`config.mk`:
```
export PLATFORM = sky130hd
export DESIGN_NAME = cp0_regfile
export DESIGN_NICKNAME = d
export VERILOG_FILES = /design/src/rtl/cp0_regfile.sv
export SDC_FILE = /design/constraint.sdc
export NUM_CORES = 1
export LEC_CHECK = 0
export CORE_AREA = 2 2 167 120
export DETAILED_ROUTE_END_ITERATION = 8
export DIE_AREA = 0 0 169 122
export GPL_ROUTABILITY_DRIVEN = 1
export PLACE_DENSITY = 0.82
export SLEW_MARGIN = 10
export SYNTH_ARGS = -nofsm -noshare
export SYNTH_HDL_FRONTEND = slang
export SYNTH_SLANG_ARGS = --single-unit
```
`constraint.sdc`:
```
create_clock -name clk -period 15.5 [get_ports clk]
set_input_delay 4.65 -clock clk [delete_from_list [all_inputs] [get_ports clk]]
set_output_delay 4.65 -clock clk [all_outputs]
set_load 0.03 [all_outputs]
```
`src/rtl/cp0_regfile.sv`:
```
// rtl/cp0_regfile.sv - MIPS CP0 register file: BadVAddr, Count, Compare, Status, Cause, EPC
//
// Purpose: holds the coprocessor-0 state, resolves the MEM-stage exception
// with fixed priority, produces the flush/redirect request and the timer
// interrupt, and services mfc0 reads / mtc0 writes.
//
// Ports:
//   clk, rst            rising-edge clock, asynchronous active-high reset
//   mem_valid           MEM-stage instruction valid (qualifies mem_*)
//   mem_pc              PC of the MEM-stage instruction
//   mem_in_delayslot    MEM-stage instruction is in a branch delay slot
//   mem_excepttype      {eret, AdES, AdEL-data, Bp, Sys, Ov, RI, AdEL-fetch}
//   mem_badvaddr        faulting data address for AdEL-data / AdES
//   mtc0_we/addr/wdata  CP0 register write, commits at the clock edge
//   mfc0_re/addr        CP0 register read request
//   hw_int              level-sensitive external interrupt lines
//   mfc0_rdata          combinational read data (pre-edge register value)
//   cp0_to_ctrl_bus     [32] flush request, [31:0] redirect PC
//   stallreq_for_cp0    read-after-write hazard stall
//   timer_int           Cause.TI
module cp0_regfile (
   input  logic        clk,
   input  logic        rst,
   input  logic        mem_valid,
   input  logic [31:0] mem_pc,
   input  logic        mem_in_delayslot,
   input  logic [7:0]  mem_excepttype,
   input  logic [31:0] mem_badvaddr,
   input  logic        mtc0_we,
   input  logic [4:0]  mtc0_addr,
   input  logic [31:0] mtc0_wdata,
   input  logic        mfc0_re,
   input  logic [4:0]  mfc0_addr,
   input  logic [5:0]  hw_int,
   output logic [31:0] mfc0_rdata,
   output logic [32:0] cp0_to_ctrl_bus,
   output logic        stallreq_for_cp0,
   output logic        timer_int
);

   localparam logic [4:0]  ADDR_BADVADDR = 5'd8;
   localparam logic [4:0]  ADDR_COUNT    = 5'd9;
   localparam logic [4:0]  ADDR_COMPARE  = 5'd11;
   localparam logic [4:0]  ADDR_STATUS   = 5'd12;
   localparam logic [4:0]  ADDR_CAUSE    = 5'd13;
   localparam logic [4:0]  ADDR_EPC      = 5'd14;

   localparam logic [4:0]  EXC_INT  = 5'h00;
   localparam logic [4:0]  EXC_ADEL = 5'h04;
   localparam logic [4:0]  EXC_ADES = 5'h05;
   localparam logic [4:0]  EXC_SYS  = 5'h08;
   localparam logic [4:0]  EXC_BP   = 5'h09;
   localparam logic [4:0]  EXC_RI   = 5'h0a;
   localparam logic [4:0]  EXC_OV   = 5'h0c;

   localparam logic [31:0] EXC_VECTOR = 32'hbfc0_0380;

   logic [31:0] badvaddr_q, badvaddr_d;
   logic [31:0] count_q, count_d;
   logic        toggle_q, toggle_d;
   logic [31:0] compare_q, compare_d;
   logic [7:0]  status_im_q, status_im_d;
   logic        status_exl_q, status_exl_d;
   logic        status_ie_q, status_ie_d;
   logic        cause_bd_q, cause_bd_d;
   logic        cause_ti_q, cause_ti_d;
   logic [5:0]  cause_ip_hw_q, cause_ip_hw_d;
   logic [1:0]  cause_ip_sw_q, cause_ip_sw_d;
   logic [4:0]  cause_exccode_q, cause_exccode_d;
   logic [31:0] epc_q, epc_d;

   logic [31:0] status_rd;
   logic [31:0] cause_rd;
   logic        int_pending;
   logic        exc_any;
   logic        is_eret;
   logic        take_exc;
   logic        take_eret;
   logic        mtc0_commit;
   logic [4:0]  exc_code;
   logic        bva_from_pc;
   logic        bva_from_bad;

   assign status_rd = {9'd0, 1'b1, 6'd0, status_im_q, 6'd0, status_exl_q, status_ie_q};
   assign cause_rd  = {cause_bd_q, cause_ti_q, 14'd0, cause_ip_hw_q, cause_ip_sw_q,
                       1'b0, cause_exccode_q, 2'b00};

   assign int_pending = status_ie_q & ~status_exl_q &
                        (|({cause_ip_hw_q, cause_ip_sw_q} & status_im_q));
   assign exc_any     = mem_valid & (int_pending | (|mem_excepttype));

   // Priority resolution. eret is carried as a pseudo-exception so it
   // shares the flush path but only redirects to EPC and clears EXL.
   always_comb begin
      is_eret      = 1'b0;
      exc_code     = EXC_INT;
      bva_from_pc  = 1'b0;
      bva_from_bad = 1'b0;
      if (int_pending) begin
         exc_code = EXC_INT;
      end else if (mem_excepttype[0]) begin
         exc_code    = EXC_ADEL;
         bva_from_pc = 1'b1;
      end else if (mem_excepttype[1]) begin
         exc_code = EXC_RI;
      end else if (mem_excepttype[2]) begin
         exc_code = EXC_OV;
      end else if (mem_excepttype[3]) begin
         exc_code = EXC_SYS;
      end else if (mem_excepttype[4]) begin
         exc_code = EXC_BP;
      end else if (mem_excepttype[7]) begin
         is_eret = 1'b1;
      end else if (mem_excepttype[5]) begin
         exc_code     = EXC_ADEL;
         bva_from_bad = 1'b1;
      end else if (mem_excepttype[6]) begin
         exc_code     = EXC_ADES;
         bva_from_bad = 1'b1;
      end
   end

   assign take_exc    = exc_any & ~is_eret;
   assign take_eret   = exc_any & is_eret;
   // The faulting instruction's own mtc0 never retires.
   assign mtc0_commit = mtc0_we & ~exc_any;

   always_comb begin
      badvaddr_d      = badvaddr_q;
      count_d         = count_q;
      toggle_d        = ~toggle_q;
      compare_d       = compare_q;
      status_im_d     = status_im_q;
      status_exl_d    = status_exl_q;
      status_ie_d     = status_ie_q;
      cause_bd_d      = cause_bd_q;
      cause_ti_d      = cause_ti_q;
      cause_ip_hw_d   = {cause_ti_q | hw_int[5], hw_int[4:0]};
      cause_ip_sw_d   = cause_ip_sw_q;
      cause_exccode_d = cause_exccode_q;
      epc_d           = epc_q;

      if (toggle_q) begin
         count_d = count_q + 32'd1;
      end

      // Software writes first; hardware updates below override them.
      if (mtc0_commit) begin
         case (mtc0_addr)
            ADDR_BADVADDR: badvaddr_d = mtc0_wdata;
            ADDR_COUNT: begin
               count_d  = mtc0_wdata;
               toggle_d = 1'b0;
            end
            ADDR_COMPARE: begin
               compare_d  = mtc0_wdata;
               cause_ti_d = 1'b0;
            end
            ADDR_STATUS: begin
               status_im_d  = mtc0_wdata[15:8];
               status_exl_d = mtc0_wdata[1];
               status_ie_d  = mtc0_wdata[0];
            end
            ADDR_CAUSE:    cause_ip_sw_d = mtc0_wdata[9:8];
            ADDR_EPC:      epc_d = mtc0_wdata;
            default: ;
         endcase
      end

      // Compare == 0 is treated as "timer disabled".
      if ((count_q == compare_q) && (compare_q != 32'd0)) begin
         cause_ti_d = 1'b1;
      end

      if (take_eret) begin
         status_exl_d = 1'b0;
      end

      if (take_exc) begin
         // A nested exception keeps the original EPC/BD.
         if (!status_exl_q) begin
            epc_d      = mem_in_delayslot ? (mem_pc - 32'd4) : mem_pc;
            cause_bd_d = mem_in_delayslot;
         end
         status_exl_d    = 1'b1;
         cause_exccode_d = exc_code;
         if (bva_from_pc) begin
            badvaddr_d = mem_pc;
         end else if (bva_from_bad) begin
            badvaddr_d = mem_badvaddr;
         end
      end
   end

   always_ff @(posedge clk or posedge rst) begin
      if (rst) begin
         badvaddr_q      <= 32'd0;
         count_q         <= 32'd0;
         toggle_q        <= 1'b0;
         compare_q       <= 32'd0;
         status_im_q     <= 8'd0;
         status_exl_q    <= 1'b0;
         status_ie_q     <= 1'b0;
         cause_bd_q      <= 1'b0;
         cause_ti_q      <= 1'b0;
         cause_ip_hw_q   <= 6'd0;
         cause_ip_sw_q   <= 2'd0;
         cause_exccode_q <= 5'd0;
         epc_q           <= 32'd0;
      end else begin
         badvaddr_q      <= badvaddr_d;
         count_q         <= count_d;
         toggle_q        <= toggle_d;
         compare_q       <= compare_d;
         status_im_q     <= status_im_d;
         status_exl_q    <= status_exl_d;
         status_ie_q     <= status_ie_d;
         cause_bd_q      <= cause_bd_d;
         cause_ti_q      <= cause_ti_d;
         cause_ip_hw_q   <= cause_ip_hw_d;
         cause_ip_sw_q   <= cause_ip_sw_d;
         cause_exccode_q <= cause_exccode_d;
         epc_q           <= epc_d;
      end
   end

   always_comb begin
      cp0_to_ctrl_bus = 33'd0;
      if (!rst) begin
         if (take_eret) begin
            cp0_to_ctrl_bus = {1'b1, epc_q};
         end else if (take_exc) begin
            cp0_to_ctrl_bus = {1'b1, EXC_VECTOR};
         end
      end
   end

   always_comb begin
      mfc0_rdata = 32'd0;
      case (mfc0_addr)
         ADDR_BADVADDR: mfc0_rdata = badvaddr_q;
         ADDR_COUNT:    mfc0_rdata = count_q;
         ADDR_COMPARE:  mfc0_rdata = compare_q;
         ADDR_STATUS:   mfc0_rdata = status_rd;
         ADDR_CAUSE:    mfc0_rdata = cause_rd;
         ADDR_EPC:      mfc0_rdata = epc_q;
         default:       mfc0_rdata = 32'd0;
      endcase
   end

   assign stallreq_for_cp0 = ~rst & mfc0_re & mtc0_we & mem_valid & (mfc0_addr == mtc0_addr);
   assign timer_int        = cause_ti_q;

endmodule

```
## Yosys cells after proc, flatten, opt, wreduce, memory -nomap -nowiden

Index checks and enable logic that the tools add are counted.

- Register bits: 154
- Logic and storage cells: 114
- Bits of input ports: 126
- Output and inout bits: 67

- Bitwise operators: 18
- Reduce and logical (&&, ||, !) cells: 14
- Equal/unequal tests: 14
- Muxes and demuxes: 53
- Add/subtract/negate cells: 2

Operators with widths:

| kind | number |
|---|---|
| $mux 32 | 13 |
| $pmux 32 s6 | 1 |
| $mux 33 | 3 |
| $eq 5x4->1 const B | 12 |
| $add 32x1->32 const B | 1 |
| $eq 32x32->1 | 1 |
| $reduce_bool 32->1 | 1 |
| $sub 32x3->32 const B | 1 |
| $mux 1 | 27 |
| $mux 4 | 6 |
| $reduce_or 8->1 | 2 |
| $reduce_and 2->1 | 6 |
| $and 1x1->1 | 10 |
| $mux 3 | 3 |
| $and 8x8->8 | 1 |
| $reduce_bool 3->1 | 2 |
| $eq 5x5->1 | 1 |
| $not 1->1 | 5 |
| $reduce_bool 2->1 | 2 |
| $or 1x1->1 | 2 |
| $logic_and 1x1->1 | 1 |

## Logic depth before layout (Yosys ltp)

- Depth in word-level cells: 12
- Mapped depth: 8
- Mapped depth without buffers: 7

## Least setup slack after synthesis

No wires, ideal clock.

- Path kind: in2out
- From: input port rst
- To: output port cp0_to_ctrl_bus[22]
- Path buffers: 1
- Slack: 1.411 ns
- Data required time: 10.850 ns
- Arrival: 9.439 ns
- Stages: 5
- Cells stage by stage: inv_1 nand2_1 a21oi_1 clkbuf_1 o21a_1

- Word-level cells in the longest chain between the ends: 1

Ends and longest elaborated chain:

| item | RTL line | RTL |
|---|---|---|
| from (decl) | 23 | `input logic rst,` |
| $mux 33 | 229 | `if (!rst) begin` |
| to (decl) | 36 | `output logic [32:0] cp0_to_ctrl_bus,` |

Every way passes these cells.

## Worst setup path in the final report

- From: input port mem_excepttype[1]
- To: output port cp0_to_ctrl_bus[20]

- Word-level cells in the longest chain between the ends: 6
- Elaborated cells between the ends (all ways): 9
- Classes of those cells: 5 x mux; 3 x bitwise; 1 x reduce/logical

Ends and longest elaborated chain:

| item | RTL line | RTL |
|---|---|---|
| from (decl) | 27 | `input logic [7:0] mem_excepttype,` |
| $reduce_or 8->1 / $mux 1 (equally long branches) | 90, 104 |  |
| $or 1x1->1 / $mux 1 (equally long branches) | 90, 101 |  |
| $and 1x1->1 / $mux 1 (equally long branches) | 90, 99 |  |
| $and 1x1->1 (*) | 124 | `assign take_eret = exc_any & is_eret;` |
| $mux 33 (*) | 230 | `if (take_eret) begin` |
| $mux 33 (*) | 229 |  |

Mark *: on every way between the ends. The rest lies on a longest branch, timed or not.

==> results.tsv <==
metric	value	unit
comb_power_share	0.227	
fin_crit	13.09	ns
worstHoldPathType	reg2reg	
p_sw_frac	0.323	
seqPwrFrac	0.438	
ant_nets	0	
io_buffers	192	
ios	193	
crit_path_end_kind	primary output	
async_flop_share	1.00	
cts_resized	0	
viasPerCell	7.02	
tns	0	ns
register_area	3830	sq um
n_antenna_cell	0	
start_util	0.515	
drv_cap	0	
vias	9949	
synth_top_family_by_area	compound AO/OA/AOI/OAI gates	
synth.distinct_cells	64	
drt_iter0_markers	1765	
root_buffer	clkbuf_16	
placed_cell_area	11900	sq um
synth-seq-cells	153	
drv_slew	0	
hold_violations	0	
power.total	0.00130	W
synth_top_area_share	0.386	
p_int	0.000882	W
syn-num-nets	1139	
syn2layout_area_growth	26.5	%
tritoncts	built	
multiInputGateArea	5720	sq um
fin_nets	1286	
maxSlewHeadroom	0.152	
num_rows	43	
power_density	104	nW/um^2
antenna_found_initial	0	
dieArea	20600	sq um
synth.top_cells.by_count	153 x dfrtp_1, 86 x a22oi_1, 83 x nand2_1	
overflow	0	
synth_most_common_cell	dfrtp_1	
synth_compound_area_frac	0.202	
ir_drop	0.0914	mV
ys.flop_type	dfrtp_1	
insertion_delay	0.43	ns
wl	38.4	mm
clockBufferDepth	2	
h-tree-depth	4	
cp-start-kind	primary input	
critPathMaxFanout	20	
die_h	122	microns
finalCritPeriodShare	0.845	
tightest_slew	1.27	ns
final_util	0.652	
path_clk_slew	0.06	ns
outcome	completed	
drc	0	
hpwl	28.2	mm
numCtsBuffers	17	
muxShareOfSynthArea	0.113	
required	10.85	ns
nFillCells	1560	
post_cts_buffers	0	
synth_top_cell_by_area	dfrtp_1	
pwr-share-clk	0.335	
cp_data_arrival_time	8.44	ns
grt_pass1_wl	56.7	mm
p_leak	5.00	nW
final_cell_area	12600	sq um
worstSetupPathType	in2out	
yosys.area_share.simple	0.171	
clock-sinks	153	
grt_pass1_vias	9252	
drive_above_1_share	0.121	
firstDrtPassIters	8	
routabilityCongestion	0.986	
synth-xor-area-share	0.0856	
core	19300	sq um
wl_per_cell	27.1	microns
synth_edf_count	0	
rsz0062_at_grt	no	
synth_area	9920	sq um
synthCells	1011	
synth_area_leaders	dfrtp_1 39%, mux2_4 7.6%, a22oi_1 6.5%	
hold_slack	0.517	ns
synth-adder-area-share	0.00252	
skew	0.0103	ns
power_switching	0.000421	W
max_freq	76.4	MHz
avgSynthCellArea	9.82	sq um
die_w	169	microns
grt_usage	0.370	
ys_warn_count	0	
grt_max_degree	62	
ys_seq_area_frac	0.386	
finalSetupViolations	0	
hold_buffers	0	
worst paths after layout:
check	endpoint	slack [ns]	cells after the start	startpoint
setup / recovery	cp0_to_ctrl_bus[20]	2.41	6	mem_excepttype[1]
hold / removal	cause_exccode_q[2]	0.52	2	cause_exccode_q[2]
setup reg to reg	compare_q[3]	12.12	6	status_im_q[6]
hold reg to reg	cause_exccode_q[2]	0.52	2	cause_exccode_q[2]
max in group asynchronous	badvaddr_q[25]	9.04	4	rst
min in group asynchronous	cause_ip_sw_q[0]	4.60	2	rst
placed cells by master (no fill, tap or decap), types with 30 or more instances in the layout:
cell,Yosys,layout
nand3_1,46,46
xnor2_1,53,53
a22oi_1,86,86
clkdlybuf4s50_1,0,192
mux2_4,50,50
nor2_1,38,36
a41oi_1,30,30
nand4_1,33,33
nand2_1,83,83
o21ai_0,50,50
xor2_1,44,44
dfrtp_1,153,153
layout make-up:
class                   instances  area share
multi-input cells             769       0.455
flip-flops and latches        153       0.305
repair buffers                210       0.164
clock buffers                  18      0.0342
well taps                     247      0.0246
clock inverters                14      0.0144
inverters                       7     0.00249
layer usage:
metal / track usage / vias up / routed length (microns)
met2: 0.526 / 834 / 16000
met1: 0.524 / 4849 / 15300
li1: - / 4176 / -
met3: 0.158 / 90 / 6280
met4: 0.0833 / 0 / 751
met5: 0 / - / 0
power by group through the flow:
stage	Clock, W	Combinational, W	Sequential [W]
floorplan	0	0.000197	0.000515
global placement	0	0.000280	0.000567
detailed placement	0	0.000288	0.000566
CTS	0.000436	0.000290	0.000561
global route	0.000453	0.000316	0.000572
finish	0.000437	0.000296	0.000571
cell families (layout without fill, tap and decap cells):
group / Yosys count / count (layout)
AO/OA/AOI/OAI: 267 / 267
adder cells (fa/ha/maj): 2 / 2
multiplexers: 83 / 83
flip-flops: 153 / 153
XOR/XNOR: 97 / 97
buffers and inverters: 89 / 249
AND/OR/NAND/NOR: 320 / 320
worst max-delay path, cell delays in order:
cell,delay (ns)
clkdlybuf4s50_1,0.48
nor4_1,0.58
nand4_1,0.68
nor2_1,1.10
and2_1,0.26
clkdlybuf4s50_1,0.68
stage by stage:
stage	worst slack, ns	std cells
floorplan	1.41	1011
finish	2.41	1418
global route	2.22	1418
CTS	2.56	1418
detailed placement	2.56	1386
global placement	2.61	1386
flip-flops by register name, indices dropped and copies added, names as in the netlist, 2 cells and up:
register and count:
compare_q 32, epc_q 32, cause_exccode_q 4, cause_ip_sw_q 2
count_q 32, cause_ip_hw_q 6, status_im_q 8, badvaddr_q 32
No activity file was read; power rests on OpenSTA's default activity.
